### config.mk
export PLATFORM = sky130hd
export DESIGN_NAME = mmx_multimode_counter_flat
export DESIGN_NICKNAME = d
export VERILOG_FILES = /design/src/rtl/mmx_multimode_counter_pkg.sv /design/src/rtl/mmx_multimode_counter_if.sv /design/src/rtl/mmx_prescaler.sv /design/src/rtl/mmx_multimode_counter.sv /design/src/flat_wrapper.sv
export SDC_FILE = /design/constraint.sdc
export NUM_CORES = 1
export LEC_CHECK = 0
export CORE_ASPECT_RATIO = 0.8
export CORE_MARGIN = 1.5
export CORE_UTILIZATION = 54
export CTS_CLUSTER_SIZE = 12
export DETAILED_ROUTE_END_ITERATION = 12
export PLACE_DENSITY = 0.82
export SLEW_MARGIN = 5
export SYNTH_ARGS = -nofsm -noshare
export SYNTH_HDL_FRONTEND = slang
export SYNTH_HIERARCHICAL = 1
export SYNTH_SLANG_ARGS = --single-unit
### constraint.sdc
create_clock -name clk -period 2.65 [get_ports clk]
set_input_delay 0.265 -clock clk [delete_from_list [all_inputs] [get_ports clk]]
set_output_delay 0.265 -clock clk [all_outputs]
set_load 0.01 [all_outputs]
### src/rtl/mmx_multimode_counter_pkg.sv
`default_nettype none
// ============================================================================
// Module   : mmx_counter_pkg
// Brief    : Shared types and constants for the multimode counter.
// Revision : 1.0 - initial release
// ============================================================================
package mmx_counter_pkg;

  typedef enum logic [1:0] {
    MODE_UP     = 2'd0,
    MODE_DOWN   = 2'd1,
    MODE_BOUNCE = 2'd2,
    MODE_HOLD   = 2'd3
  } mode_t;

  localparam logic DIR_UP   = 1'b0;
  localparam logic DIR_DOWN = 1'b1;

endpackage
`default_nettype wire

### src/rtl/mmx_multimode_counter_if.sv
`default_nettype none
// ============================================================================
// Module   : mmx_multimode_counter_if
// Brief    : Control and status bundle between the pin wrapper and counter.
// Revision : 1.0 - initial release
// ============================================================================
interface mmx_multimode_counter_if #(
  parameter int WIDTH = 8,
  parameter int PRE_W = 4
);
  logic             en;
  logic [1:0]       mode;
  logic             sat;
  logic             load;
  logic [WIDTH-1:0] load_val;
  logic [WIDTH-1:0] limit;
  logic [PRE_W-1:0] div;
  logic [WIDTH-1:0] count;
  logic             dir;
  logic             tc;

  // Controller side: drives configuration, observes counter state.
  modport master (
    output en, mode, sat, load, load_val, limit, div,
    input  count, dir, tc
  );

  // Counter side.
  modport slave (
    input  en, mode, sat, load, load_val, limit, div,
    output count, dir, tc
  );
endinterface
`default_nettype wire

### src/rtl/mmx_prescaler.sv
`default_nettype none
// ============================================================================
// Module   : mmx_prescaler
// Brief    : Enable-gated divider; one tick every (div+1) enabled cycles.
// Revision : 1.0 - initial release
// ============================================================================
module mmx_prescaler #(
  parameter int PRE_W = 4
) (
  input  wire logic             clk,
  input  wire logic             rst,
  input  wire logic             en,
  input  wire logic             clr,
  input  wire logic [PRE_W-1:0] div,
  output logic                  tick
);

  logic [PRE_W-1:0] r_pcnt;

  // Compared live against div so a new divisor applies at the next compare.
  assign tick = en && (r_pcnt == div);

  // Phase counter: cleared by load or tick, frozen while en is low, and
  // free-wrapping if it finds itself above a newly lowered divisor.
  always_ff @(posedge clk or posedge rst) begin
    if (rst) begin
      r_pcnt <= '0;
    end else if (clr || tick) begin
      r_pcnt <= '0;
    end else if (en) begin
      r_pcnt <= r_pcnt + 1'b1;
    end
  end

endmodule
`default_nettype wire

### src/rtl/mmx_multimode_counter.sv
`default_nettype none
// ============================================================================
// Module   : mmx_multimode_counter
// Brief    : WIDTH-bit up/down/bounce/hold counter with prescaler, top limit,
//            wrap/saturate, synchronous load and registered terminal count.
// Revision : 1.0 - initial release
// ============================================================================
module mmx_multimode_counter
  import mmx_counter_pkg::*;
#(
  parameter int WIDTH = 8,
  parameter int PRE_W = 4
) (
  input  wire logic              clk,
  input  wire logic              rst,
  mmx_multimode_counter_if.slave bus
);

  logic             w_tick;
  mode_t            w_mode;
  logic [WIDTH-1:0] r_count;
  logic             r_dir;
  logic             r_tc;
  logic [WIDTH-1:0] w_count_nxt;
  logic             w_dir_nxt;
  logic             w_tc_nxt;
  logic [WIDTH-1:0] w_top_less1;

  assign w_mode = mode_t'(bus.mode);

  // Bounce turnaround target at the top; degenerates to 0 when limit is 0.
  assign w_top_less1 = (bus.limit == '0) ? '0 : bus.limit - 1'b1;

  mmx_prescaler #(
    .PRE_W (PRE_W)
  ) u_prescaler (
    .clk  (clk),
    .rst  (rst),
    .en   (bus.en),
    .clr  (bus.load),
    .div  (bus.div),
    .tick (w_tick)
  );

  // Next-state: load beats tick; count >= limit is treated as the top edge.
  always_comb begin
    w_count_nxt = r_count;
    w_dir_nxt   = r_dir;
    w_tc_nxt    = 1'b0;
    if (bus.load) begin
      w_count_nxt = bus.load_val;
      if (w_mode == MODE_BOUNCE) begin
        w_dir_nxt = DIR_UP;
      end
    end else if (w_tick) begin
      case (w_mode)
        MODE_UP: begin
          w_dir_nxt = DIR_UP;
          if (r_count < bus.limit) begin
            w_count_nxt = r_count + 1'b1;
          end else begin
            w_count_nxt = bus.sat ? bus.limit : '0;
            w_tc_nxt    = 1'b1;
          end
        end
        MODE_DOWN: begin
          w_dir_nxt = DIR_DOWN;
          if (r_count != '0) begin
            w_count_nxt = r_count - 1'b1;
          end else begin
            w_count_nxt = bus.sat ? '0 : bus.limit;
            w_tc_nxt    = 1'b1;
          end
        end
        MODE_BOUNCE: begin
          if (r_dir == DIR_UP) begin
            if (r_count < bus.limit) begin
              w_count_nxt = r_count + 1'b1;
            end else begin
              w_dir_nxt   = DIR_DOWN;
              w_count_nxt = w_top_less1;
              w_tc_nxt    = 1'b1;
            end
          end else begin
            if (r_count != '0) begin
              w_count_nxt = r_count - 1'b1;
            end else begin
              w_dir_nxt   = DIR_UP;
              w_count_nxt = (bus.limit == '0) ? '0 : {{(WIDTH-1){1'b0}}, 1'b1};
              w_tc_nxt    = 1'b1;
            end
          end
        end
        default: begin
          w_count_nxt = r_count;
        end
      endcase
    end
  end

  // State registers; all outputs come straight from flops.
  always_ff @(posedge clk or posedge rst) begin
    if (rst) begin
      r_count <= '0;
      r_dir   <= DIR_UP;
      r_tc    <= 1'b0;
    end else begin
      r_count <= w_count_nxt;
      r_dir   <= w_dir_nxt;
      r_tc    <= w_tc_nxt;
    end
  end

  assign bus.count = r_count;
  assign bus.dir   = r_dir;
  assign bus.tc    = r_tc;

endmodule
`default_nettype wire

### src/flat_wrapper.sv
// flat-port wrapper written by rule: the top's interface ports become plain ports
module mmx_multimode_counter_flat import mmx_counter_pkg::*;
#(
  parameter int WIDTH = 8,
  parameter int PRE_W = 4
)
  (clk, rst, bus_en, bus_mode, bus_sat, bus_load, bus_load_val, bus_limit, bus_div, bus_count, bus_dir, bus_tc);
  mmx_multimode_counter_if #(.WIDTH(WIDTH), .PRE_W(PRE_W)) bus_i ();
  input  wire logic clk;
  input  wire logic rst;
  input wire logic [$bits(bus_i.en)-1:0] bus_en;
  input wire logic [$bits(bus_i.mode)-1:0] bus_mode;
  input wire logic [$bits(bus_i.sat)-1:0] bus_sat;
  input wire logic [$bits(bus_i.load)-1:0] bus_load;
  input wire logic [$bits(bus_i.load_val)-1:0] bus_load_val;
  input wire logic [$bits(bus_i.limit)-1:0] bus_limit;
  input wire logic [$bits(bus_i.div)-1:0] bus_div;
  output wire logic [$bits(bus_i.count)-1:0] bus_count;
  output wire logic [$bits(bus_i.dir)-1:0] bus_dir;
  output wire logic [$bits(bus_i.tc)-1:0] bus_tc;
  assign bus_i.en = bus_en;
  assign bus_i.mode = bus_mode;
  assign bus_i.sat = bus_sat;
  assign bus_i.load = bus_load;
  assign bus_i.load_val = bus_load_val;
  assign bus_i.limit = bus_limit;
  assign bus_i.div = bus_div;
  assign bus_count = bus_i.count;
  assign bus_dir = bus_i.dir;
  assign bus_tc = bus_i.tc;
  mmx_multimode_counter #(.WIDTH(WIDTH), .PRE_W(PRE_W)) u_core (.clk(clk), .rst(rst), .bus(bus_i));
endmodule
## After elaboration in Yosys (flattened, before gate mapping)

Index checks and enable logic that the tools add are counted.

| word-level totals | value |
|---|---|
| flip-flop bits (word level) | 14 |
| bits of input ports | 27 |

| operators by class | value |
|---|---|
| add/sub/neg operators | 4 |
| eq/ne operators | 4 |
| reduce and logical (&&, ||, !) cells | 11 |
| order comparisons | 1 |
| muxes and demuxes | 26 |

Operator list:

| kind | number |
|---|---|
| 2-to-1 mux 8 bit | 10 |
| case mux 8 bit (3 select lines) | 1 |
| subtractor 8 x 1 -> 8 bit, second input constant | 2 |
| 2-to-1 mux 1 bit | 11 |
| adder 8 x 1 -> 8 bit, second input constant | 1 |
| logical NOT 8 bit | 1 |
| less-than comparator 8 bit | 1 |
| 2-to-1 mux 4 bit | 2 |
| nonzero test 8 bit | 1 |
| case mux 1 bit (3 select lines) | 2 |
| adder 4 x 1 -> 4 bit, second input constant | 1 |
| equality test 4 bit | 1 |
| nonzero test 2 bit | 2 |
| nonzero test 4 bit | 1 |
| AND reduction 3 bit | 1 |
| nonzero test 3 bit | 1 |
| equality test 2 x 1 -> 1 bit, second input constant | 1 |
| equality test 2 bit, second input constant | 1 |
| logical NOT 2 bit | 1 |
| != test 2 x 1 -> 1 bit, second input constant | 1 |
| AND reduction 2 bit | 1 |
| logical AND 1 bit | 1 |
| logical OR 1 bit | 1 |

## Longest topological paths before layout

| depth | value |
|---|---|
| depth after elaboration | 7 |
| gate-level depth with buffers | 10 |
| depth with buffers taken out | 9 |

## Cells and area by module

The synthesis kept the hierarchy.

Modules (own cells, without submodules):

| module | seq. area each (um^2) | area an instance (um^2) | cells each | times used |
|---|---|---|---|---|
| mmx_multimode_counter | 250.2 | 1850.5 | 248 | 1 |
| mmx_prescaler | 100.1 | 247.7 | 25 | 1 |

## Least setup slack after synthesis

No wires, ideal clock.

| timing | value |
|---|---|
| kind | register to register |
| start point | register u_core.r_count[7] (netlist: u_core/bus.count[7]) |
| end point | register u_core.r_count[0] (netlist: u_core/bus.count[0]) |
| cell stages (with the launch flop) | 9 |
| period minus slack after synthesis | 2.256 ns |
| setup slack | 0.394 ns |
| arrival time | 2.111 ns |
| data required time | 2.505 ns |
| path through | dfrtp_1 > ha_1 > and2_1 > a221oi_1 > o21ai_1 > buf_6 > mux2i_1 > a222oi_1 > o311ai_1 |

| between the ends | value |
|---|---|
| longest elaborated chain between the ends | 6 |
| elaborated cells between the ends (all ways) | 10 |
| those cells by class | order compare (1); mux (8); reduce/logical (1) |

Ends and longest elaborated chain:

| element | line | text |
|---|---|---|
| start: declaration | mmx_multimode_counter.sv:21 | `logic [WIDTH-1:0] r_count;` |
| start signal: assignment | mmx_multimode_counter.sv:108 | `r_count <= w_count_nxt;` |
| less-than comparator 8 bit / nonzero test 8 bit (equally long branches) | - |  |
| 2-to-1 mux 8 bit, on equally long branches | mmx_multimode_counter.sv:77, mmx_multimode_counter.sv:85 |  |
| 2-to-1 mux 8 bit | mmx_multimode_counter.sv:76 | `if (r_dir == DIR_UP) begin` |
| case mux 8 bit (3 select lines) * | mmx_multimode_counter.sv:56 | `case (w_mode)` |
| 2-to-1 mux 8 bit * | mmx_multimode_counter.sv:55 | `end else if (w_tick) begin` |
| 2-to-1 mux 8 bit * | mmx_multimode_counter.sv:50 | `if (bus.load) begin` |

Mark *: on every way between the ends. The rest lies on a longest branch, timed or not. The select of a mux whose other input is x is not followed.
A chain may end at the register's enable or synchronous reset.

## Worst setup path after layout

| timing | value |
|---|---|
| start point | input bus_limit[7] |
| end point | register u_core.r_count[0] (netlist: u_core/bus.count[0]) |

| between the ends | value |
|---|---|
| longest elaborated chain between the ends | 7 |
| elaborated cells between the ends (all ways) | 11 |
| those cells by class | order compare (1); mux (9); reduce/logical (1) |

Ends and longest elaborated chain:

| element | line | text |
|---|---|---|
| start: declaration | flat_wrapper.sv:16 | `input wire logic [$bits(bus_i.limit)-1:0] bus_limit;` |
| parallel branches: the longest is 4 deep, another holds less-than comparator 8 bit | - |  |
| case mux 8 bit (3 select lines) * | mmx_multimode_counter.sv:56 |  |
| 2-to-1 mux 8 bit * | mmx_multimode_counter.sv:55 |  |
| 2-to-1 mux 8 bit * | mmx_multimode_counter.sv:50 |  |

Every way passes the cells marked *. The select of a mux whose other input is x is not followed.

==> impl_results.md <==
- Core area: 3754 µm²
- Worst-Skew Late Latency: ~0.25 ns
- M2 GR Usage: 0.5177
- Pre-antenna DRT Iters: 5
- Area leader, netlist: dfrtp_1
- GR met1 Demand/Resource: 0.5194
- Worst-case reg-to-reg path depth: 8
- TritonCTS Sinks: 14
- Cts bufs inserted: 3
- Die width: 72.69 µm
- Asr flop ratio synth: 1.000
- Min Hold Slack: 0.2252 ns
- Clock Tree Buf Depth: 2
- Max VDD drop: 0.0002431 V
- Gpl congestion: 1.061
- Clock period minus worst slack: 2.580 ns
- Multi-input gate area: 1564 µm²
- Layout cells sized above 1: 0.1667
- Worst-path clk slew: 0.07 ns
- Delay-heaviest family, CP: compound AO/OA/AOI/OAI gates
- Worst Max-Slew Pin Slew: 0.5701 ns
- Diode count: 0
- Clk_skew: 0.004130 ns
- CP Cell Sequence: clkdlybuf4s50_1 -> inv_1 -> ha_1 -> and2_1 -> a221oi_1 -> o21a_1 -> buf_4 -> o21ai_1 -> o22a_1 -> o311ai_1
- Max-cap violations: 0
- Ys flop type: dfrtp_1
- Final net count: 381
- DPL Wire Length: between 5 and 6 mm
- Slowest cell on crit path: clkdlybuf4s50_1
- Final setup vio count: 0
- Yosys top cell area share: 0.1670
- Leak: 1.184 nW
- Area Growth Syn to Fin: 31.01%
- Crit start category: primary input
- Seq/Total Area, Yosys: 0.1670
- CTS tree: built
- Met3 usage: 0.07877
- Via Count: around 2.5k
- Status: finished, final reports clean
- Syn nets: 317
- R2r setup slk: 0.25 ns
- Synth warnings: 6
- Fmax: 387.7 MHz
- Worst r2r src: u_core/bus.count[7]$_DFFE_PP0P_
- Largest net degree at the start of global routing: 16
- First-pass GRT wire length: 11.59 mm
- Distinct cell type count after synthesis: 60
- Vias in the first global route: 2401
- Post-synth EDFFs: 0
- PostCTS Resize Cnt: 0
- Slew headroom: 0.6170
- CTS Hold Bufs: 0
- Flops & latches, synth: 14
- Worst EP required: roughly 2.8 ns
- Gr ovfl total: 0
- Layout fillers: 328
- Total power per unit cell area: 475.2 nW/µm²
- Setup Fix Bufs, Post-CTS: 0
- Synth Instances: roughly 270
- Unrepaired setup endpoints after global routing: false
- Initial antenna violation count: 0
- Final hold vios: 0
- Crit path DAT: 2.74 ns
- Root Buffer: clkbuf_8
- Die area: roughly 4300 µm²
- Detail Route Antenna Nets: 0
- Routed len/inst: approximately 19 µm
- Die H: 58.76 µm
- DRT Wirelength: 7.310 mm
- Reg2reg end: u_core/bus.count[0]$_DFFE_PP0P_
- I/O pin count: 37
- Register area: between 300 and 400 µm²
- IO buf count: 36
- Area of the mapped netlist: 2098 µm²
- Largest cells by area after synthesis: dfrtp_1 (17%), ha_1 (10%), nand2_1 (4.7%), xnor2_1 (4.2%), a21oi_1 (3.8%)
- Critical path peak fanout: 6
- Crit path largest cell delay: 0.50 ns
- Fin util: 0.7323
- Initial Util: 0.5590
- Critical Path End: u_core/bus.count[0]$_DFFE_PP0P_
- Period utilisation layout: 0.9734
- Critical path type: primary input to register
- Syn avg cell area: 7.686 µm²
- Critical path depth: 10
- Crit path launch: bus_limit[7]
- Worst path bufs/invs: 3
- Worst Hold Class: primary input to asynchronous set/reset pin
- CP endpoint kind: register
- Post-route DRC: 0
- Gr busiest metal: met1
- Row cnt: 20
- Pins Over Slew Limit: 0
- GRT Total Usage: 0.3557
- Starting DRT DRC Count: 337
- H-tree Lvls: 1
- Vias per Instance: approximately 6.6
flip-flops by register name (all words and copies together) (netlist names):
register and cells:
u_core/bus.tc 1, u_core/u_prescaler/r_pcnt 4, u_core/bus.dir 1, u_core/bus.count 8
power breakdown:
group | switching [W] | internal (W)
registers | 0.0000487 | 0.000243
logic | 0.000427 | 0.000363
clock network | 0.0000923 | 0.000132
total | 0.000568 | 0.000738
synth_stat cells, types with 3 or more instances:
master and instances:
nand4_1 7, o22a_1 3, o21ai_1 3, a31oi_1 9, mux2i_1 5, inv_1 19, ha_1 17, a211o_1 3
o21ai_0 9, nand2b_1 5, nand2_1 26, a221oi_1 4, nor3_1 16, xor2_1 7, nor2b_1 4, nand3_1 10
buf_2 4, buf_6 6, a21oi_1 16, clkbuf_1 5, dfrtp_1 14, o31ai_1 5, nor2_1 18, xnor2_1 10
kinds of logic (layout without fill, tap and decap cells):
family / Yosys count / after routing / share of synthesized area
AO/OA/AOI/OAI: 78 / 78 / 0.2624
adder cells (fa/ha/maj): 17 / 17 / 0.1014
XOR/XNOR: 17 / 17 / 0.07096
buffers and inverters: 35 / 98 / 0.08945
flip-flops: 14 / 14 / 0.1670
AND/OR/NAND/NOR: 107 / 107 / 0.2850
multiplexers: 5 / 5 / 0.02385
cell usage in the layout, fill, tap and decap left out, types with 3 or more instances in the layout:
cell	instances
ha_1	17
xor2_1	7
dfrtp_1	14
nor3_1	16
a21oi_1	16
inv_1	19
nor2b_1	4
nand2_1	26
mux2i_1	5
nand3_1	10
buf_4	39
o22a_1	3
clkdlybuf4s50_1	36
o31ai_1	5
nor2_1	18
nand4_1	7
nand2b_1	5
a221oi_1	4
a31oi_1	9
clkbuf_8	4
o21ai_0	9
xnor2_1	10
a211o_1	3
metal layers:
metal | part of all wire | vias to the layer above
met1 | 0.43 | 1134
met2 | 0.41 | 208
met4 | 0.026 | 0
li1 | - | 1147
met3 | 0.13 | 32
met5 | 0 | -
through the flow:
stage / std cells / instance area [µm²] / setup slack (ns) / total power [W] / TNS [ns]
after floorplan: 273 / 2098 / 0.3943 / 0.0007402 / 0
after CTS: 380 / 2745 / 0.1163 / 0.001280 / 0
after detailed placement: 376 / 2690 / -0.1284 / 0.001053 / -0.4667
after global routing: 380 / 2749 / 0.02440 / 0.001373 / 0
after global placement: 376 / 2690 / -0.04982 / 0.001037 / -0.09428
final: 380 / 2749 / 0.07044 / 0.001306 / 0
how the worst min path moves through the flow:
stage                                               end  slack [ns]
2_1_floorplan  u_core/u_prescaler/r_pcnt[0]$_DFFE_PP0P_        0.03
3_3_place_gp   u_core/u_prescaler/r_pcnt[2]$_DFFE_PP0P_        0.49
3_5_place_dp   u_core/u_prescaler/r_pcnt[2]$_DFFE_PP0P_        0.50
4_1_cts        u_core/u_prescaler/r_pcnt[2]$_DFFE_PP0P_        0.22
5_1_grt        u_core/u_prescaler/r_pcnt[1]$_DFFE_PP0P_        0.25
6_report       u_core/u_prescaler/r_pcnt[2]$_DFFE_PP0P_        0.23
layout make-up:
cell class,instances,area share
Tap cell,44,0.02003
Timing Repair Buffer,75,0.2376
Multi-Input combinational cell,224,0.5690
Clock buffer,4,0.02003
Inverter,19,0.02594
Sequential cell,14,0.1274
Note: power is estimated with default switching activity, not from simulation.
